<file path="src/rtl/op_display_scanner_if.sv">
// Operation-readout bus between the calculator control FSM (master) and the
// display scanner (slave): code load strobe in, scan pins and status out.
interface op_display_scanner_if #(
  parameter int unsigned NUM_DIGITS = 4
);
  logic [2:0]            operation;
  logic                  op_load;
  logic                  op_pending;
  logic                  frame_tick;
  logic [NUM_DIGITS-1:0] an_n;
  logic [6:0]            seg_n;

  modport master (
    output operation, op_load,
    input  op_pending, frame_tick, an_n, seg_n
  );

  modport slave (
    input  operation, op_load,
    output op_pending, frame_tick, an_n, seg_n
  );
endinterface

</file>
<file path="src/rtl/op_display_scanner.sv">
// Time-multiplexed seven-segment driver for the operation readout; op changes commit at frame wrap.
// Optional macro OPDISP_BLINK_EN: invalid codes show a blinking "Err" instead of blank.
module op_display_scanner #(
  parameter int unsigned NUM_DIGITS   = 4,
  parameter int unsigned SCAN_DIV     = 50000,
  parameter int unsigned BLINK_FRAMES = 64
) (
  input  logic                 clk,
  input  logic                 reset,
  op_display_scanner_if.slave  bus
);

  localparam int unsigned SLOT_W = (SCAN_DIV > 1) ? $clog2(SCAN_DIV) : 1;
  localparam int unsigned DIG_W  = $clog2(NUM_DIGITS);

  localparam logic [SLOT_W-1:0] SLOT_LAST = SLOT_W'(SCAN_DIV - 1);
  localparam logic [DIG_W-1:0]  DIG_LAST  = DIG_W'(NUM_DIGITS - 1);

  localparam logic [2:0] OP_ADD = 3'b001;
  localparam logic [2:0] OP_SUB = 3'b010;
  localparam logic [2:0] OP_MUL = 3'b100;

  localparam logic [6:0] GLYPH_A     = 7'h08;
  localparam logic [6:0] GLYPH_D     = 7'h21;
  localparam logic [6:0] GLYPH_S     = 7'h12;
  localparam logic [6:0] GLYPH_U     = 7'h41;
  localparam logic [6:0] GLYPH_B     = 7'h03;
  localparam logic [6:0] GLYPH_M     = 7'h48;
  localparam logic [6:0] GLYPH_L     = 7'h47;
  localparam logic [6:0] GLYPH_BLANK = 7'h7F;
`ifdef OPDISP_BLINK_EN
  localparam logic [6:0] GLYPH_E     = 7'h06;
  localparam logic [6:0] GLYPH_R     = 7'h2F;
`endif

  // Right-justified three-letter text: digit 2 is the leading letter.
  function automatic logic [6:0] glyph_for(input logic [2:0] code, input logic [DIG_W-1:0] digit);
    logic [6:0] g;
    g = GLYPH_BLANK;
    case (code)
      OP_ADD: begin
        case (digit)
          DIG_W'(0), DIG_W'(1): g = GLYPH_D;
          DIG_W'(2):            g = GLYPH_A;
          default:              g = GLYPH_BLANK;
        endcase
      end
      OP_SUB: begin
        case (digit)
          DIG_W'(0): g = GLYPH_B;
          DIG_W'(1): g = GLYPH_U;
          DIG_W'(2): g = GLYPH_S;
          default:   g = GLYPH_BLANK;
        endcase
      end
      OP_MUL: begin
        case (digit)
          DIG_W'(0): g = GLYPH_L;
          DIG_W'(1): g = GLYPH_U;
          DIG_W'(2): g = GLYPH_M;
          default:   g = GLYPH_BLANK;
        endcase
      end
      default: begin
`ifdef OPDISP_BLINK_EN
        case (digit)
          DIG_W'(0), DIG_W'(1): g = GLYPH_R;
          DIG_W'(2):            g = GLYPH_E;
          default:              g = GLYPH_BLANK;
        endcase
`else
        g = GLYPH_BLANK;
`endif
      end
    endcase
    return g;
  endfunction

  logic [SLOT_W-1:0]     slot_q, slot_d;
  logic [DIG_W-1:0]      digit_q, digit_d;
  logic [2:0]            active_q, active_d;
  logic [2:0]            pending_q, pending_d;
  logic                  op_pending_q, op_pending_d;
  logic                  frame_tick_q, frame_tick_d;
  logic [NUM_DIGITS-1:0] an_n_q, an_n_d;
  logic [6:0]            seg_n_q, seg_n_d;
  logic                  slot_wrap;
  logic                  frame_wrap;

`ifdef OPDISP_BLINK_EN
  localparam int unsigned BLK_W = (BLINK_FRAMES > 1) ? $clog2(BLINK_FRAMES) : 1;
  localparam logic [BLK_W-1:0] BLK_LAST = BLK_W'(BLINK_FRAMES - 1);

  logic [BLK_W-1:0] blink_cnt_q, blink_cnt_d;
  logic             hidden_q, hidden_d;
  logic             commit;
  logic             active_valid;
`endif

  // Scan sequencing, load/commit of the op code and aligned pin decode.
  always_comb begin
    slot_d       = slot_q;
    digit_d      = digit_q;
    active_d     = active_q;
    pending_d    = pending_q;
    op_pending_d = op_pending_q;
    frame_tick_d = 1'b0;

    slot_wrap  = (slot_q == SLOT_LAST);
    frame_wrap = slot_wrap && (digit_q == DIG_LAST);

    slot_d = slot_wrap ? '0 : slot_q + SLOT_W'(1);
    if (slot_wrap) begin
      digit_d = (digit_q == DIG_LAST) ? '0 : digit_q + DIG_W'(1);
    end

    if (bus.op_load) begin
      pending_d    = bus.operation;
      op_pending_d = 1'b1;
    end

    // A load on the wrap edge bypasses the pending register and shows this frame.
    if (frame_wrap) begin
      active_d     = bus.op_load ? bus.operation : pending_q;
      op_pending_d = 1'b0;
      frame_tick_d = 1'b1;
    end

    an_n_d  = ~(NUM_DIGITS'(1) << digit_d);
    seg_n_d = glyph_for(active_d, digit_d);

`ifdef OPDISP_BLINK_EN
    blink_cnt_d  = blink_cnt_q;
    hidden_d     = hidden_q;
    commit       = frame_wrap && (op_pending_q || bus.op_load);
    active_valid = (active_d == OP_ADD) || (active_d == OP_SUB) || (active_d == OP_MUL);

    // Every real commit restarts the blink cycle in its visible half.
    if (commit) begin
      blink_cnt_d = '0;
      hidden_d    = 1'b0;
    end else if (frame_wrap) begin
      if (blink_cnt_q == BLK_LAST) begin
        blink_cnt_d = '0;
        hidden_d    = ~hidden_q;
      end else begin
        blink_cnt_d = blink_cnt_q + BLK_W'(1);
      end
    end

    if (hidden_d && !active_valid) begin
      seg_n_d = GLYPH_BLANK;
    end
`endif
  end

  always_ff @(posedge clk or posedge reset) begin
    if (reset) begin
      slot_q       <= '0;
      digit_q      <= '0;
      active_q     <= 3'b000;
      pending_q    <= 3'b000;
      op_pending_q <= 1'b0;
      frame_tick_q <= 1'b0;
      an_n_q       <= '1;
      seg_n_q      <= GLYPH_BLANK;
    end else begin
      slot_q       <= slot_d;
      digit_q      <= digit_d;
      active_q     <= active_d;
      pending_q    <= pending_d;
      op_pending_q <= op_pending_d;
      frame_tick_q <= frame_tick_d;
      an_n_q       <= an_n_d;
      seg_n_q      <= seg_n_d;
    end
  end

`ifdef OPDISP_BLINK_EN
  always_ff @(posedge clk or posedge reset) begin
    if (reset) begin
      blink_cnt_q <= '0;
      hidden_q    <= 1'b0;
    end else begin
      blink_cnt_q <= blink_cnt_d;
      hidden_q    <= hidden_d;
    end
  end
`endif

  assign bus.op_pending = op_pending_q;
  assign bus.frame_tick = frame_tick_q;
  assign bus.an_n       = an_n_q;
  assign bus.seg_n      = seg_n_q;

endmodule

</file>
<file path="src/flat_wrapper.sv">
// flat-port wrapper written by rule: the top's interface ports become plain ports
module op_display_scanner_flat 
#(
  parameter int unsigned NUM_DIGITS   = 4,
  parameter int unsigned SCAN_DIV     = 50000,
  parameter int unsigned BLINK_FRAMES = 64
)
  (clk, reset, bus_operation, bus_op_load, bus_op_pending, bus_frame_tick, bus_an_n, bus_seg_n);
  op_display_scanner_if #(.NUM_DIGITS(NUM_DIGITS)) bus_i ();
  input  logic clk;
  input  logic reset;
  input wire logic [$bits(bus_i.operation)-1:0] bus_operation;
  input wire logic [$bits(bus_i.op_load)-1:0] bus_op_load;
  output wire logic [$bits(bus_i.op_pending)-1:0] bus_op_pending;
  output wire logic [$bits(bus_i.frame_tick)-1:0] bus_frame_tick;
  output wire logic [$bits(bus_i.an_n)-1:0] bus_an_n;
  output wire logic [$bits(bus_i.seg_n)-1:0] bus_seg_n;
  assign bus_i.operation = bus_operation;
  assign bus_i.op_load = bus_op_load;
  assign bus_op_pending = bus_i.op_pending;
  assign bus_frame_tick = bus_i.frame_tick;
  assign bus_an_n = bus_i.an_n;
  assign bus_seg_n = bus_i.seg_n;
  op_display_scanner #(.NUM_DIGITS(NUM_DIGITS), .SCAN_DIV(SCAN_DIV), .BLINK_FRAMES(BLINK_FRAMES)) u_core (.clk(clk), .reset(reset), .bus(bus_i));
endmodule
</file>
<file path="config.mk">
export PLATFORM = sky130hd
export DESIGN_NAME = op_display_scanner_flat
export DESIGN_NICKNAME = d
export VERILOG_FILES = /design/src/rtl/op_display_scanner_if.sv /design/src/rtl/op_display_scanner.sv /design/src/flat_wrapper.sv
export SDC_FILE = /design/constraint.sdc
export NUM_CORES = 1
export LEC_CHECK = 0
export ABC_AREA = 0
export CAP_MARGIN = 15
export CORE_UTILIZATION = 55
export CTS_CLUSTER_DIAMETER = 100
export DETAILED_ROUTE_END_ITERATION = 12
export GPL_TIMING_DRIVEN = 1
export PLACE_DENSITY = 0.84
export SYNTH_ARGS = -nofsm -noshare
export SYNTH_HDL_FRONTEND = slang
export SYNTH_SLANG_ARGS = --single-unit
export TNS_END_PERCENT = 100
</file>
<file path="constraint.sdc">
create_clock -name clk -period 3.65 [get_ports clk]
set_input_delay 0.365 -clock clk [delete_from_list [all_inputs] [get_ports clk]]
set_output_delay 0.365 -clock clk [all_outputs]
set_load 0.05 [all_outputs]
</file>
==> results of run 1 <==
-- power by group --
| group | total [W] | switching [W] | leakage, nW | internal (W) |
|---|---|---|---|---|
| logic | 0.0000325 | 0.0000200 | 0.459 | 0.0000125 |
| clock network | 0.000211 | 0.000139 | 0.0310 | 0.0000726 |
| registers | 0.000415 | 0.000000849 | 0.452 | 0.000414 |
| total | 0.000658 | 0.000160 | 0.942 | 0.000499 |
-- routing by layer --
metal,track usage [%],vias to the layer above,share of wire (%)
li1,-,605,-
met1,26.0,626,44
met2,40.1,15,51
met3,5.68,8,3.1
met4,10.6,0,1.7
met5,0,-,0
-- Yosys cell counts (3+ instances only) --
| cell | instances |
|---|---|
| nand3_1 | 5 |
| inv_1 | 11 |
| o21ai_0 | 5 |
| mux2_2 | 8 |
| nor3_1 | 3 |
| ha_1 | 9 |
| nor2_1 | 19 |
| nand2_1 | 9 |
| nor2b_1 | 5 |
| dfrtp_1 | 26 |
| xor2_1 | 9 |
| dfstp_2 | 11 |
| xnor2_1 | 7 |
| and3_1 | 3 |
| nand2b_1 | 4 |
| a21oi_1 | 4 |
| mux2i_1 | 8 |
-- stage by stage --
stage | setup WS (ns) | area, sq um
CTS | 0.434 | 2130
floorplan | 0.659 | 1830
detailed placement | 0.473 | 2080
finish | 0.433 | 2130
global route | 0.236 | 2130
global placement | 0.601 | 2080
-- area by class of cell --
class	instances	area [sq um]	area share, %
multi-input cells	114	833	39.0
flip-flops and latches	37	940	44.0
well taps	44	55.1	2.58
repair buffers	22	210	9.85
inverters	11	41.3	1.93
clock buffers	5	37.5	1.76
clock inverters	3	17.5	0.821
-- registers in the layout, indices dropped and copies added, names as in the netlist --
register               count
u_core.slot_q             16
u_core.active_q            3
u_core.pending_q           3
u_core.bus.frame_tick      1
u_core.bus.an_n            4
u_core.bus.op_pending      1
u_core.digit_q             2
u_core.bus.seg_n           7
-- how the worst max path moves through the flow --
stage                                start                  end  slack (ns)  depth (start not counted)
after floorplan           u_core.slot_q[4]  u_core.bus.seg_n[3]        0.66                          9
after global placement    u_core.slot_q[4]  u_core.bus.seg_n[3]        0.60                          9
after detailed placement  u_core.slot_q[4]  u_core.bus.seg_n[3]        0.47                          9
after CTS                 u_core.slot_q[4]  u_core.bus.seg_n[3]        0.43                          9
after global routing      u_core.slot_q[4]  u_core.bus.seg_n[3]        0.24                          9
final                     u_core.slot_q[4]  u_core.bus.seg_n[3]        0.43                          9
-- critical path, cell delays in order, from the launching register on --
cell and delay (ns):
dfrtp_1 0.44, or4b_4 0.57, nor4b_1 0.45, buf_4 0.22, mux2_2 0.41, ha_1 0.22
or2_2 0.29, mux2_2 0.29, nor2b_1 0.17, a22oi_1 0.08
-- cell families after synthesis --
| family | count (synthesis) | synth area share (%) |
|---|---|---|
| flip-flops | 37 | 51.4 |
| buffers and inverters | 13 | 2.95 |
| XOR/XNOR | 16 | 7.67 |
| AO/OA/AOI/OAI | 13 | 4.04 |
| AND/OR/NAND/NOR | 60 | 18.4 |
| adder cells (fa/ha/maj) | 9 | 6.16 |
| multiplexers | 16 | 9.32 |
==> reports/metrics.csv, run 1 <==
metric;value;unit
Worst Path Max Fanout;7;
# diodes;0;
Syn Area/Cell;11.1;sq um
#FFs+latches synth;37;
total congestion overflow;0;
Vias/cell;5.31;
WL final;3.41;mm
DRT Pass-1 Iters;4;
Leak;0.942;nW
Post-CTS Setup Bufs;0;
final hold viol count;0;
Synth Net Count;179;
non-filler instance count after layout;236;
Final Max Slew Viols;0;
Reg2Reg Depth;9;
total CTS buffers;5;
Critical Path AT;3.49;ns
Routed Antenna Nets;0;
dpl cells;228;
r2r setup slk;0.43;ns
global-route wire length before repair;5.85;mm
yosys warns;0;
detailed placement HPWL;2.50;mm
final core occ;68.8;%
later-pin clock latency in the skew report;0.34;ns
Synth async-reset ratio;100;%
GPL Wtd Cong;0.901;
die width;59.6;microns
Avg WL per Cell;14.5;microns
Synth top area share;35.6;%
most common cell after layout, fill and taps aside;dfrtp_1;
Tot GR Track Use;22.8;%
Gate Count Post-Synth;164;
worst rel slew slack;56.7;%
status;complete, no violations;
Max Freq;0.311;GHz
largest net degree at the start of global routing;30;
worst hold margin;0.258;ns
Crit Reg-Reg Endpoint;u_core.bus.seg_n[3];
clk buf depth;2;
Distinct cells, synth;35;
core area;0.00310;sq mm
clock tree sinks;37;
CP required;3.92;ns
Reg-to-Reg Start;u_core.slot_q[4];
Worst Max-Slew Pin Slew;0.644;ns
RSZ-0062 raised after global routing;false;
drc violations;0;
max-cap check violation count;0;
fin crit period;3.22;ns
vias in the first global route;1316;
WS Path Type;reg2reg;
Die Span Y;59.6;microns
final worst path period share;88.1;%
register area share after synthesis;51.4;%
worst hold path type;in2async;
layout cells sized above 1;17.7;%
top cells by area, synth;dfrtp_1 36%, dfstp_2 16%, ha_1 6.2%;
floorplan row count;20;
peak supply drop;180;uV
PwrDens;308;mW/mm^2
number of nets in the layout;206;
EDFF count, synth;0;
via total after detailed routing;1254;
effective utilization at floorplan;58.9;%
Resize count post-CTS;0;
Clock Root Buffer;clkbuf_4;
final setup violation count;0;
most frequent cells in the layout;26 x dfrtp_1, 19 x nor2_1, 18 x clkdlybuf4s50_1, 11 x inv_1, 11 x dfstp_2;
setup TNS;0;ns
CTS tree;done;
PnR Total Power;0.000658;W
fillers;258;
Worst Setup Start Kind;register;
CP Capture Type;register;
clock skew;0.00983;ns
DR iter-0 viols;31;
largest area contributor in the netlist;dfrtp_1;
die area;0.00356;sq mm
clock-pin slew on the worst setup and hold paths;0.12;ns
Max H-tree Level;2;
mapped cell area;0.00183;sq mm
P&R area growth vs syn;16.8;%
Most used DFF post-synth;dfrtp_1;
antenna violations before repair;0;
# IOs;19;
port bufs;18;
# hold bufs at CTS;0;
No activity file was read; power rests on OpenSTA's default activity.
==> inputs of run 2 (changes only) <==
Settings changed: CORE_UTILIZATION 55 to 60, MAX_ROUTING_LAYER set to met4, PLACE_DENSITY 0.84 to 0.9.
Clock period 3.65 ns to 3.81 ns, I/O delays scaled along.
==> run 2 against run 1 <==
Highest routed layer unchanged. Largest power group unchanged. Critical path depth unchanged. Clock skew decreased by 0.00073 ns. Sequential share of layout area decreased by 0.69 points.
==> reports/metrics.csv, run 2 (synthesis results as in run 1) <==
metric;value;unit;change
P&R area growth vs syn;18.7;%;
Vias/cell;5.62;;+5.8%
status;complete, no violations;;
clock tree sinks;37;;unchanged
final hold viol count;0;;unchanged
sw frac;20.6;%;-3.7 points
Routed Antenna Nets;0;;unchanged
die area;0.00327;sq mm;-8.1%
worst rel slew slack;60.9;%;+4.1 points
core area;0.00283;sq mm;-8.8%
Max Freq;0.322;GHz;+3.7%
floorplan row count;19;;-5.0%
Seq. cell area;940;sq um;unchanged
Reg2Reg Depth;9;;unchanged
drc violations;0;;unchanged
# hold bufs at CTS;0;;unchanged
Clock Root Buffer;clkbuf_4;;
Slowest cell on crit path;or4b_4;;
most frequent cells in the layout;26 x dfrtp_1, 19 x nor2_1, 18 x clkdlybuf4s50_1, 11 x inv_1, 11 x dfstp_2;;
WL final;3.40;mm;-0.47%
Max H-tree Level;2;;unchanged
Die Span Y;57.2;microns;-4.1%
largest net degree at the start of global routing;32;;+6.7%
antenna violations before repair;0;;unchanged
fin area;0.00217;sq mm;+1.6%
Critical Path AT;3.37;ns;-0.12 ns
# IOs;19;;unchanged
switching pwr;0.000147;W;-8.0%
final setup violation count;0;;unchanged
fin crit period;3.10;ns;-0.113 ns
clock power share;39.6;%;+7.5 points
final worst path period share;81.5;%;-6.7 points
GPL Wtd Cong;0.864;;-4.1%
Post-CTS Setup Bufs;0;;unchanged
Worst path most repeated cell;mux2_2;;
Avg WL per Cell;15.2;microns;+5.3%
Worst Max-Slew Pin Slew;0.571;ns;-0.0736 ns
# diodes;0;;unchanged
r2r setup slk;0.71;ns;+0.27 ns
CTS tree;done;;
Crit Reg-Reg Endpoint;u_core.bus.seg_n[3];;
most common cell after layout, fill and taps aside;dfrtp_1;;
layout cells sized above 1;17.2;%;-0.52 points
Final Max Slew Viols;0;;unchanged
Leak;0.964;nW;+2.3%
Resize count post-CTS;0;;unchanged
Tot GR Track Use;24.5;%;+1.6 points
Int Pwr;0.000568;W;+14%
later-pin clock latency in the skew report;0.34;ns;about the same
die width;57.2;microns;-4.1%
via total after detailed routing;1254;;unchanged
Worst Setup Start Kind;register;;
port bufs;18;;unchanged
RSZ-0062 raised after global routing;false;;
Gate power share;4.8;%;about the same
clock skew;0.00910;ns;-0.000733 ns
Worst Path Max Fanout;11;;+4
vias in the first global route;1261;;-4.2%
peak supply drop;268;uV;+49%
global-route wire length before repair;5.71;mm;-2.5%
DR iter-0 viols;34;;+9.7%
PwrDens;330;mW/mm^2;+6.9%
worst hold path type;in2async;;
crit-path cells;or4b_4, nor4b_1, buf_4, mux2_2, ha_1, or2_2, mux2_2, nor2b_1, a22oi_1;;
number of nets in the layout;206;;unchanged
part of the power in registers;55.5;%;-7.5 points
fillers;169;;-34%
max-cap check violation count;0;;unchanged
multi-input logic area;833;sq um;unchanged
Biggest register;u_core.slot_q;;
max reg flops;16;;unchanged
total congestion overflow;0;;unchanged
CP Capture Type;register;;
Reg-to-Reg Start;u_core.slot_q[4];;
dpl cell area;0.00206;sq mm;-1.1%
CP required;4.07;ns;+0.15 ns
clock-pin slew on the worst setup and hold paths;0.11;ns;about the same
clk buf depth;2;;unchanged
DRT Pass-1 Iters;4;;unchanged
total CTS buffers;5;;unchanged
detailed placement HPWL;2.53;mm;+1.1%
effective utilization at floorplan;64.6;%;+5.7 points
setup TNS;0;ns;unchanged
slowest stage delay, CP;0.57;ns;about the same
WS Path Type;reg2reg;;
## run 2: changes by cell type in the layout (fill, tap and decap cells not counted), sizes merged
cell and change:
clkinv -2, clkbuf +2, clkinvlp -1, bufinv +1
## run 2: critical path, delay by kind of cell, from the launching register on
kind	cells	cell delay, ns
AND/OR/NAND/NOR	4	1.33
adder cells (fa/ha/maj)	1	0.22
flip-flops	1	0.44
AO/OA/AOI/OAI	1	0.09
buffers and inverters	1	0.23
multiplexers	2	0.71
## run 2: layer usage
layer | vias to the layer above | track usage (%) | wire, microns | share of wire (%)
li1 | 605 | - | - | -
met5 | - | - | 0 | 0
met3 | 7 | 6.58 | 141 | 4.1
met2 | 30 | 40.7 | 1740 | 51
met4 | 0 | 10.1 | 71 | 2.1
met1 | 612 | 28.1 | 1440 | 42
## run 2: cell type report
type | count | share of cell area (%)
clock buffers | 7 | 2.54
clock inverters | 1 | 1.38
inverters | 11 | 1.90
multi-input cells | 114 | 38.4
flip-flops and latches | 37 | 43.3
well taps | 31 | 1.79
repair buffers | 22 | 10.6
## run 2: power by group through the flow
stage	registers, W	logic (W)	clock network (W)
3_3_place_gp	0.000404	0.0000305	0
6_report	0.000397	0.0000346	0.000283
3_5_place_dp	0.000404	0.0000312	0
4_1_cts	0.000397	0.0000318	0.000288
5_1_grt	0.000397	0.0000384	0.000303
2_1_floorplan	0.000404	0.0000199	0
## run 2: worst max path at each step
stage | from | endpoint | cells past startpoint
after floorplan | u_core.slot_q[4] | u_core.bus.seg_n[3] | 9
after global placement | u_core.slot_q[4] | u_core.bus.seg_n[3] | 9
after detailed placement | u_core.slot_q[4] | u_core.bus.seg_n[3] | 9
after CTS | u_core.slot_q[4] | u_core.bus.seg_n[3] | 9
after global routing | u_core.slot_q[4] | u_core.bus.seg_n[3] | 9
final | u_core.slot_q[4] | u_core.bus.seg_n[3] | 9
## run 2: per-stage QoR
stage | setup slack [ns] | power, W | hold WS, ns | instances | util, %
CTS | 0.713 | 0.000717 | 0.494 | 222 | 75.7
detailed placement | 0.749 | 0.000435 | 0.479 | 214 | 72.7
finish | 0.706 | 0.000715 | 0.277 | 223 | 76.6
global route | 0.551 | 0.000739 | 0.279 | 223 | 76.6
floorplan | 0.819 | 0.000424 | 0.448 | 164 | -
global placement | 0.833 | 0.000435 | 0.464 | 214 | 72.7
==> inputs of run 3 (changes only) <==
Settings changed: CORE_UTILIZATION 60 to 55, PLACE_DENSITY 0.9 to 0.84.
Clock period 3.81 ns to 3 ns, I/O delays scaled along.
==> run 3 against run 2 <==
Final area is 3.2% higher. Utilization is 4.5 points lower. Clock power down 4%. Sequential cell count unchanged.
==> reports/metrics.csv, run 3 (synthesis results as in run 1) <==
metric;value;unit;change
Buf+Inv Stages, Crit Path;1;;unchanged
final setup violation count;0;;unchanged
die area;0.00356;sq mm;+8.8%
peak supply drop;286;uV;+6.7%
Max H-tree Level;2;;unchanged
drc violations;0;;unchanged
CP Capture Type;register;;
global-route wire length before repair;5.84;mm;+2.3%
final core occ;72.1;%;-4.5 points
core area;0.00310;sq mm;+9.7%
later-pin clock latency in the skew report;0.34;ns;about the same
vias in the first global route;1329;;+5.4%
WL final;3.59;mm;+5.7%
largest net degree at the start of global routing;38;;+19%
effective utilization at floorplan;58.9;%;-5.7 points
Worst Setup Start Kind;register;;
Max Freq;0.344;GHz;+6.9%
port bufs;18;;unchanged
# diodes;0;;unchanged
clock-pin slew on the worst setup and hold paths;0.11;ns;about the same
# hold bufs at CTS;0;;unchanged
Final Max Slew Viols;0;;unchanged
Critical Path AT;3.17;ns;-0.20 ns
number of nets in the layout;216;;+4.9%
clock tree sinks;37;;unchanged
most common cell after layout, fill and taps aside;dfrtp_1;;
Crit path max-delay family;simple AND/OR/NAND/NOR gates;;
antenna violations before repair;0;;unchanged
total congestion overflow;0;;unchanged
total CTS buffers;5;;unchanged
Worst Max-Slew Pin Slew;0.641;ns;+0.0703 ns
Worst Path Max Fanout;4;;-7
most frequent cells in the layout;26 x dfrtp_1, 19 x nor2_1, 18 x clkdlybuf4s50_1, 14 x buf_4;;
worst hold margin;0.348;ns;+0.0706 ns
Biggest register;u_core.slot_q;;
fin crit period;2.90;ns;-0.201 ns
crit-path cells;or4bb_4, nor4b_4, buf_4, mux2_2, ha_1, or2_2, mux2_2, nor2b_2, a22oi_1;;
# IOs;19;;unchanged
detailed placement HPWL;2.61;mm;+3.3%
slowest stage delay, CP;0.57;ns;about the same
final worst path period share;96.8;%;+15 points
GPL Wtd Cong;0.875;;+1.3%
setup TNS;0;ns;unchanged
Placement Setup Slack;-0.0769;ns;-0.826 ns
Leak;1.02;nW;+5.4%
CTS tree;done;;
DR iter-0 viols;29;;-15%
max-cap check violation count;0;;unchanged
CP required;3.27;ns;-0.80 ns
Worst path most repeated cell;mux2_2;;
Slowest cell on crit path;or4bb_4;;
worst hold path type;in2async;;
Tot GR Track Use;23.7;%;-0.74 points
DRT Pass-1 Iters;4;;unchanged
Clock Root Buffer;clkbuf_4;;
via total after detailed routing;1294;;+3.2%
floorplan row count;20;;+1
clock skew;0.0166;ns;+0.00749 ns
Vias/cell;5.26;;-6.5%
PwrDens;365;mW/mm^2;+11%
layout cells sized above 1;22.3;%;+5.1 points
Routed Antenna Nets;0;;unchanged
clk buf depth;2;;unchanged
Die Span Y;59.6;microns;+4.3%
P&R area growth vs syn;22.5;%;
die width;59.6;microns;+4.3%
PnR worst setup slack;0.0966;ns;-0.609 ns
Avg WL per Cell;14.6;microns;-4.1%
final hold viol count;0;;unchanged
worst rel slew slack;56.9;%;-3.9 points
max reg flops;16;;unchanged
status;complete, no violations;;
WS Path Type;reg2reg;;
==> run 3: final timing paths <==
kind	slack [ns]	to	depth (start not counted)	from
setup / recovery	0.1	u_core.bus.seg_n[3]	9	u_core.slot_q[10]
hold / removal	0.35	u_core.slot_q[8]	3	reset
setup reg to reg	0.1	u_core.bus.seg_n[3]	9	u_core.slot_q[10]
hold reg to reg	0.49	u_core.slot_q[0]	1	u_core.slot_q[0]
max in group asynchronous	2.29	u_core.bus.an_n[1]	3	reset
min in group clk	0.49	u_core.slot_q[0]	1	u_core.slot_q[0]
==> run 3: layout make-up <==
class                   instances  area (sq um)
inverters                      11          41.3
well taps                      44          55.1
clock buffers                   8          58.8
fillers                       241           865
repair buffers                 32           285
flip-flops and latches         37           940
multi-input cells             114           858
==> run 3: metrics by stage <==
stage	total power (W)	instances	instance area, sq um
final	0.000817	246	2240
after global routing	0.000849	246	2240
after CTS	0.000824	243	2200
after detailed placement	0.000555	235	2130
after global placement	0.000552	235	2130
after floorplan	0.000538	164	1830
==> run 3: where the power goes <==
| part | switching, W | internal, W |
|---|---|---|
| registers | 0.00000107 | 0.000503 |
| clock network | 0.000156 | 0.000116 |
| logic | 0.0000257 | 0.0000152 |
==> run 3: what timing repair did <==
action / CTS / global route
pin swaps: 0 / 1
buffers inserted: 0 / 3
cloned: 0 / 0
setup endpoints to repair: 5 / 5
resized for setup: 1 / 4
==> run 3: routing by layer <==
| metal | share of wire [%] | track usage [%] |
|---|---|---|
| met2 | 51 | 41.1 |
| met4 | 1.3 | 10.3 |
| met1 | 43 | 24.3 |
| met3 | 4.0 | 8.08 |
| met5 | 0 | - |
==> run 3: tightest hold or removal path: stages <==
cell,delay [ns]
clkdlybuf4s50_1,0.39
inv_1,0.05
buf_4,0.39
